**config.mk**
```make
export PLATFORM = sky130hd
export DESIGN_NAME = fwd_scoreboard
export DESIGN_NICKNAME = d
export VERILOG_FILES = /design/src/rtl/fwd_scoreboard.sv
export SDC_FILE = /design/constraint.sdc
export NUM_CORES = 1
export LEC_CHECK = 0
export ABC_AREA = 1
export ABC_CLOCK_PERIOD_IN_PS = 1200
export BUFFER_PORTS_ARGS = -buffer_cell sky130_fd_sc_hd__buf_2
export CAP_MARGIN = 20
export CORE_ASPECT_RATIO = 1.25
export CORE_MARGIN = 2
export CORE_UTILIZATION = 45
export DETAILED_ROUTE_END_ITERATION = 10
export PLACE_DENSITY = 0.8
export SYNTH_ARGS = -nofsm -noshare
export SYNTH_HDL_FRONTEND = slang
export SYNTH_SLANG_ARGS = --single-unit
```
**constraint.sdc**
```tcl
create_clock -name clk -period 1.2 [get_ports clk]
set_input_delay 0.06 -clock clk [delete_from_list [all_inputs] [get_ports clk]]
set_output_delay 0.06 -clock clk [all_outputs]
set_load 0.005 [all_outputs]
```
**src/rtl/fwd_scoreboard.sv**
```systemverilog
// fwd_scoreboard: EX-stage forwarding selects, load-use stall and sticky hazard flag.
// Define FWD_SCOREBOARD_PERF_EN to add saturating stall/forward performance counters.
module fwd_scoreboard #(
   parameter int REG_W   = 5,
   parameter int NUM_SRC = 2,
   parameter int DEPTH   = 2,
   parameter int SEL_W   = 3
) (
   input  logic                     clk,
   input  logic                     reset,
   input  logic                     advance,
   input  logic                     ex_valid,
   input  logic                     ex_flush,
   input  logic                     ex_reg_write,
   input  logic                     ex_mem_read,
   input  logic [REG_W-1:0]         ex_rd,
   input  logic [NUM_SRC*REG_W-1:0] ex_src,
   input  logic                     id_valid,
   input  logic [NUM_SRC*REG_W-1:0] id_src,
   input  logic [NUM_SRC-1:0]       id_src_used,
   output logic [NUM_SRC*SEL_W-1:0] fwd_sel,
   output logic                     load_use_stall,
   output logic                     hazard_err
`ifdef FWD_SCOREBOARD_PERF_EN
   ,
   output logic [31:0]              perf_stall_cnt,
   output logic [31:0]              perf_fwd_cnt
`endif
);
   logic [DEPTH-1:0] e_v;
   logic [REG_W-1:0] e_rd [DEPTH];
   logic             e_ld0;
   logic             new_v, ld_live, haz;
   assign new_v   = ex_valid & ex_reg_write & ~ex_flush & (ex_rd != '0);
   assign ld_live = id_valid & new_v & ex_mem_read;
   // Scan oldest to youngest so the youngest producer overwrites the select.
   always_comb begin
      fwd_sel = '0;
      haz = 1'b0;
      for (int i = 0; i < NUM_SRC; i++) begin
         for (int k = DEPTH-1; k >= 0; k--)
            if (e_v[k] && e_rd[k] == ex_src[i*REG_W +: REG_W] && ex_src[i*REG_W +: REG_W] != '0)
               fwd_sel[i*SEL_W +: SEL_W] = SEL_W'(k+1);
         haz = haz | (e_v[0] & e_ld0 & (e_rd[0] == ex_src[i*REG_W +: REG_W]) & (ex_src[i*REG_W +: REG_W] != '0));
      end
   end
   always_comb begin
      load_use_stall = 1'b0;
      for (int i = 0; i < NUM_SRC; i++)
         load_use_stall = load_use_stall | (ld_live & id_src_used[i] & (id_src[i*REG_W +: REG_W] == ex_rd));
   end
   always_ff @(posedge clk or posedge reset)
      if (reset) begin
         e_v        <= '0;
         e_ld0      <= 1'b0;
         hazard_err <= 1'b0;
         for (int k = 0; k < DEPTH; k++) e_rd[k] <= '0;
      end else if (advance) begin
         e_v        <= {e_v[DEPTH-2:0], new_v};
         e_ld0      <= ex_mem_read;
         hazard_err <= hazard_err | (ex_valid & haz);
         e_rd[0]    <= ex_rd;
         for (int k = 1; k < DEPTH; k++) e_rd[k] <= e_rd[k-1];
      end
`ifdef FWD_SCOREBOARD_PERF_EN
   logic [31:0] n_fwd;
   logic [32:0] fwd_sum;
   always_comb begin
      n_fwd = '0;
      for (int i = 0; i < NUM_SRC; i++)
         n_fwd = n_fwd + ((fwd_sel[i*SEL_W +: SEL_W] != '0) ? 32'd1 : 32'd0);
   end
   assign fwd_sum = {1'b0, perf_fwd_cnt} + {1'b0, n_fwd};
   always_ff @(posedge clk or posedge reset)
      if (reset) begin
         perf_stall_cnt <= '0;
         perf_fwd_cnt   <= '0;
      end else if (advance) begin
         perf_stall_cnt <= (load_use_stall && perf_stall_cnt != '1) ? perf_stall_cnt + 32'd1 : perf_stall_cnt;
         perf_fwd_cnt   <= !ex_valid ? perf_fwd_cnt : fwd_sum[32] ? '1 : fwd_sum[31:0];
      end
`endif
endmodule

```
* Word-level counts from Yosys, hierarchy flattened
Index checks and enable logic that the tools add are counted.
Widths: inputs -> output; s select.
** Storage, ports and cells
- Register bits after elaboration :: 14
- Bits of input ports :: 35
- Output and inout bits :: 8
** Operators by class
- Equal/unequal tests :: 6
- Muxes and demuxes :: 4
- Bitwise logic cells :: 19
- Reductions and logical operators :: 11
** Operators by type and width (count)
- $eq 5x5->1 :: 6
- $and 1x1->1 :: 15
- $reduce_bool 5->1 :: 3
- $logic_and 1x1->1 :: 8
- $mux 2 :: 3
- $mux 3 :: 1
- $or 1x1->1 :: 3
- $not 1->1 :: 1

* Longest topological paths before layout
- Depth after elaboration :: 8
- Mapped depth :: 9

* Least setup slack after synthesis
Ideal clock, no wire load.
- Path kind :: register -> output
- From :: reg e_rd[6] in the netlist's numbering
- To :: out fwd_sel[4]
- Arrival :: 957 ps
- Required time :: 1140 ps
- Path slack :: 183 ps
- Stages on the path, launching flop included :: 7
- Cells stage by stage :: dfrtp_1 -> xnor2_1 -> nand2_1 -> nor2_1 -> nand2_1 -> nor2_1 -> nor2_1
** On the way
- Cells in the longest elaborated chain, start to end :: 4
** Ends and longest elaborated chain
- start, declared :: RTL line 31 : logic [REG_W-1:0] e_rd [DEPTH];
- $eq 5x5->1 :: RTL line 42 : if (e_v[k] && e_rd[k] == ex_src[i*REG_W +: REG_W] && ex_src[i*REG_W +: REG_W] != '0)
- $logic_and 1x1->1 (2 in a row) :: RTL line 42
- $mux 3 :: RTL line 42
- end, declared :: RTL line 21 : output logic [NUM_SRC*SEL_W-1:0] fwd_sel,
No other way between the ends.

* Worst setup path after layout
Same ends and word-level chain as after synthesis.

==> results.tsv <==
stage	metric	value	unit
synth	synth_edf_count	0	
synth	yosysWarnings	0	
route	dr.pass1.iters	4	
synth	synth_common_cells	nand2_1, nor2_1, dfrtp_1	
power_and_ir_drop	ir_worst_vdd	0.4231	mV
route	ant_nets	0	
floorplan	row_count	19	
route	drc	0	
flow_run	maxCapViolations	0	
finish	stdcell_area	1363	µm²
floorplan	die_area	2750	µm²
outcome	status	finished, violations left	
synth	synth_most_common_cell	nand2_1	
clocking	cts_tree	built	
synth	async_flop_share	1.000	
clocking	clock-sinks	14	
clocking	cts_buffers	3	
global_route	grt_max_degree	17	
synth	syn_avg_cell_area	6.634	µm²
synth	synthTopCellsByArea	dfrtp_1, nand2_1, xnor2_1	
floorplan	die_w	47.30	µm
worst_setup_path	slowest_stage	dfrtp_2	
finish	area_growth	29.18	%
floorplan	die_h	58.13	µm
finish	drive_above_1_share	0.3073	
sta	setup_ws	-0.2980	ns
synth	ys_seq_area_frac	0.3321	
floorplan	io_pins	43	
worst_setup_path	r2r_start	e_rd[6]$_DFFE_PP0P_	
route	drt_iter0_markers	14	
worst_setup_path	crit_fanout	4	
route	via_per_inst	4.924	
floorplan	start_util	0.4771	
global_route	overflow	0	
power_and_ir_drop	p_per_area	912.6	nW/µm²
sta	max_freq	0.6676	GHz
route	wl_per_cell	10.84	µm
outcome	violations	setup timing	
sta	finalClockSkew	0.003480	ns
sta	fin_crit	1.498	ns
clocking	htree_num_levels	1	
finish	fin_nets	241	
route	vias	1162	
hold_path	hold_start	ex_rd[0]	
worst_setup_path	worst_ep_required_time	1.14	ns
worst_setup_path	cp_top_family	flip-flops	
worst_setup_path	endpoint_kind	primary output	
sta	drv_slew	0	
synth	synthCells	159	
synth	synth_seq_cells	14	
worst_setup_path	crit_type	reg -> out	
global_route	grt_pass1_vias	1082	
synth	synth_top_area_share	0.3321	
sta	rsz0062_at_grt	true	
sta	holdWs	0.02199	ns
placed_design	dpl.hpwl	2148	µm
clocking	clkLatencyLatePin	0.29	ns
clocking	cts_buffer_depth	2	
worst_setup_path	crit_start	e_rd[6]$_DFFE_PP0P_	
finish	diodes	0	
sta	fin_crit_sh	1.248	
clocking	clk_pin_slew	0.08	ns
sta	tightest_slew	0.5079	ns
global_route	antenna_found_initial	0	
synth	netlist_area	1055	µm²
global_route	grt_pass1_wl	4146	µm
worst_setup_path	path_cells	xnor2_1, nand2_1, nor2_1, nand2_1, nor2_1, nor2_1, buf_2	
placed_design	gp_congestion	0.8845	
worst_setup_path	start_kind	flip-flop	
sta	hold_violations	0	
worst_setup_path	crit_top_cell	nor2_1	
floorplan	core_area	2211	µm²
worst_setup_path	critPathMaxStageDelay	0.44	ns
placed_design	place_area	1272	µm²
sta	setup_tns	-1.067	ns
route	drt_wl_total	2558	µm
synth	synth_cell_types	24	
hold_path	min-delay-path-class	in -> reg	
synth	synth_top_area_cell	dfrtp_1	
synth	synth_ff_type	dfrtp_1	
sta	maxSlewHeadroom	0.6610	
clocking	cts_root_buffer	clkbuf_4	
global_route	track_usage	0.2092	
worst_setup_path	worst-path-buf-inv	1	
placed_design	port_buffers	40	
sta	setup_violations	4	
power_and_ir_drop	power_leakage	0.0007021	µW
worst_setup_path	cp.arrival	1.44	ns
[power by group]
part	total, µW	leakage, µW	internal [µW]	switching, µW
sequential	556	0.000170	513	42.6
combinational	348	0.000511	162	185
clock	340	0.0000210	185	155
[cell usage in the layout (no fill, tap or decap), types with 2 or more instances in the layout]
master	netlist	routed
nand2_1	47	47
buf_2	2	40
nor2_1	20	18
dfrtp_1	14	13
inv_1	11	10
o21ai_1	10	10
xnor2_1	10	10
inv_2	8	9
o21ai_0	6	6
xor2_1	5	5
nand3_1	5	5
nor2_2	3	4
nor3_1	4	4
o211ai_1	3	3
clkbuf_4	0	3
buf_4	2	3
conb_1	1	2
dlygate4sd3_1	0	2
[worst paths after layout]
| path | cells past startpoint | end | slack (ns) |
|---|---|---|---|
| worst max register to register | 7 | hazard_err$_DFFE_PP0P_ | 0.10 |
| min in group asynchronous | 3 | e_ld0$_DFFE_PP0P_ | 0.33 |
| worst min register to register | 2 | hazard_err$_DFFE_PP0P_ | 0.47 |
| worst max-delay path | 7 | fwd_sel[4] | -0.30 |
| max in group asynchronous | 3 | e_rd[6]$_DFFE_PP0P_ | 0.50 |
| worst min-delay path | 3 | e_rd[5]$_DFFE_PP0P_ | 0.02 |
[state kept, by name, summed over array words and instances, names as in the netlist]
register / cells
hazard_err: 1
e_ld0: 1
e_rd: 10
e_v: 2
[cell families (layout without fill, tap and decap cells)]
logic type,after synthesis,in the layout,synth area share
buffers and inverters,23,68,0.09134
XOR/XNOR,15,15,0.1245
flip-flops,14,14,0.3322
other,1,2,0.003555
AND/OR/NAND/NOR,83,83,0.3239
AO/OA/AOI/OAI,23,23,0.1246
[worst reg2reg max path: stages, from the launching register on]
cell	delay [ns]
dfrtp_2	0.44
xnor2_1	0.15
nand2_1	0.07
nor2_1	0.11
nand2_1	0.09
nand2_1	0.08
nand2_1	0.05
nand2_1	0.05
[layer usage]
layer,wire length (µm),vias to the layer above,part of all wire,track usage
met2,1321,39,0.52,0.3764
met4,88,0,0.034,0.1310
met5,0,-,0,0
met1,1024,524,0.40,0.2244
met3,124,7,0.048,0.006231
li1,-,592,-,-
[stage by stage]
| stage | setup WS (ns) | utilization | total power (µW) | cells |
|---|---|---|---|---|
| finish | -0.2980 | 0.6163 | 1244 | 236 |
| global route | -0.4168 | 0.6163 | 1317 | 236 |
| CTS | -0.2940 | 0.6101 | 1247 | 235 |
| detailed placement | 0.01794 | 0.5756 | 888.9 | 227 |
| global placement | 0.06012 | 0.5756 | 875.3 | 227 |
| floorplan | 0.1830 | - | 767.1 | 160 |
[final cells by class]
| type | instances | area [µm²] |
|---|---|---|
| well taps | 31 | 38.79 |
| repair buffers | 45 | 242.7 |
| multi-input cells | 123 | 621.8 |
| fillers | 222 | 848.3 |
| flip-flops and latches | 14 | 351.6 |
| clock buffers | 4 | 36.28 |
| inverters | 19 | 71.32 |
[what timing repair did]
action	4_1_cts	5_1_grt
endpoints found under the hold margin	15	0
hold buffers	2	0
pin swaps	8	3
resized for setup	2	3
endpoints found under the setup margin	4	5
buffers inserted	2	1
(Power assumes the default switching activity.)
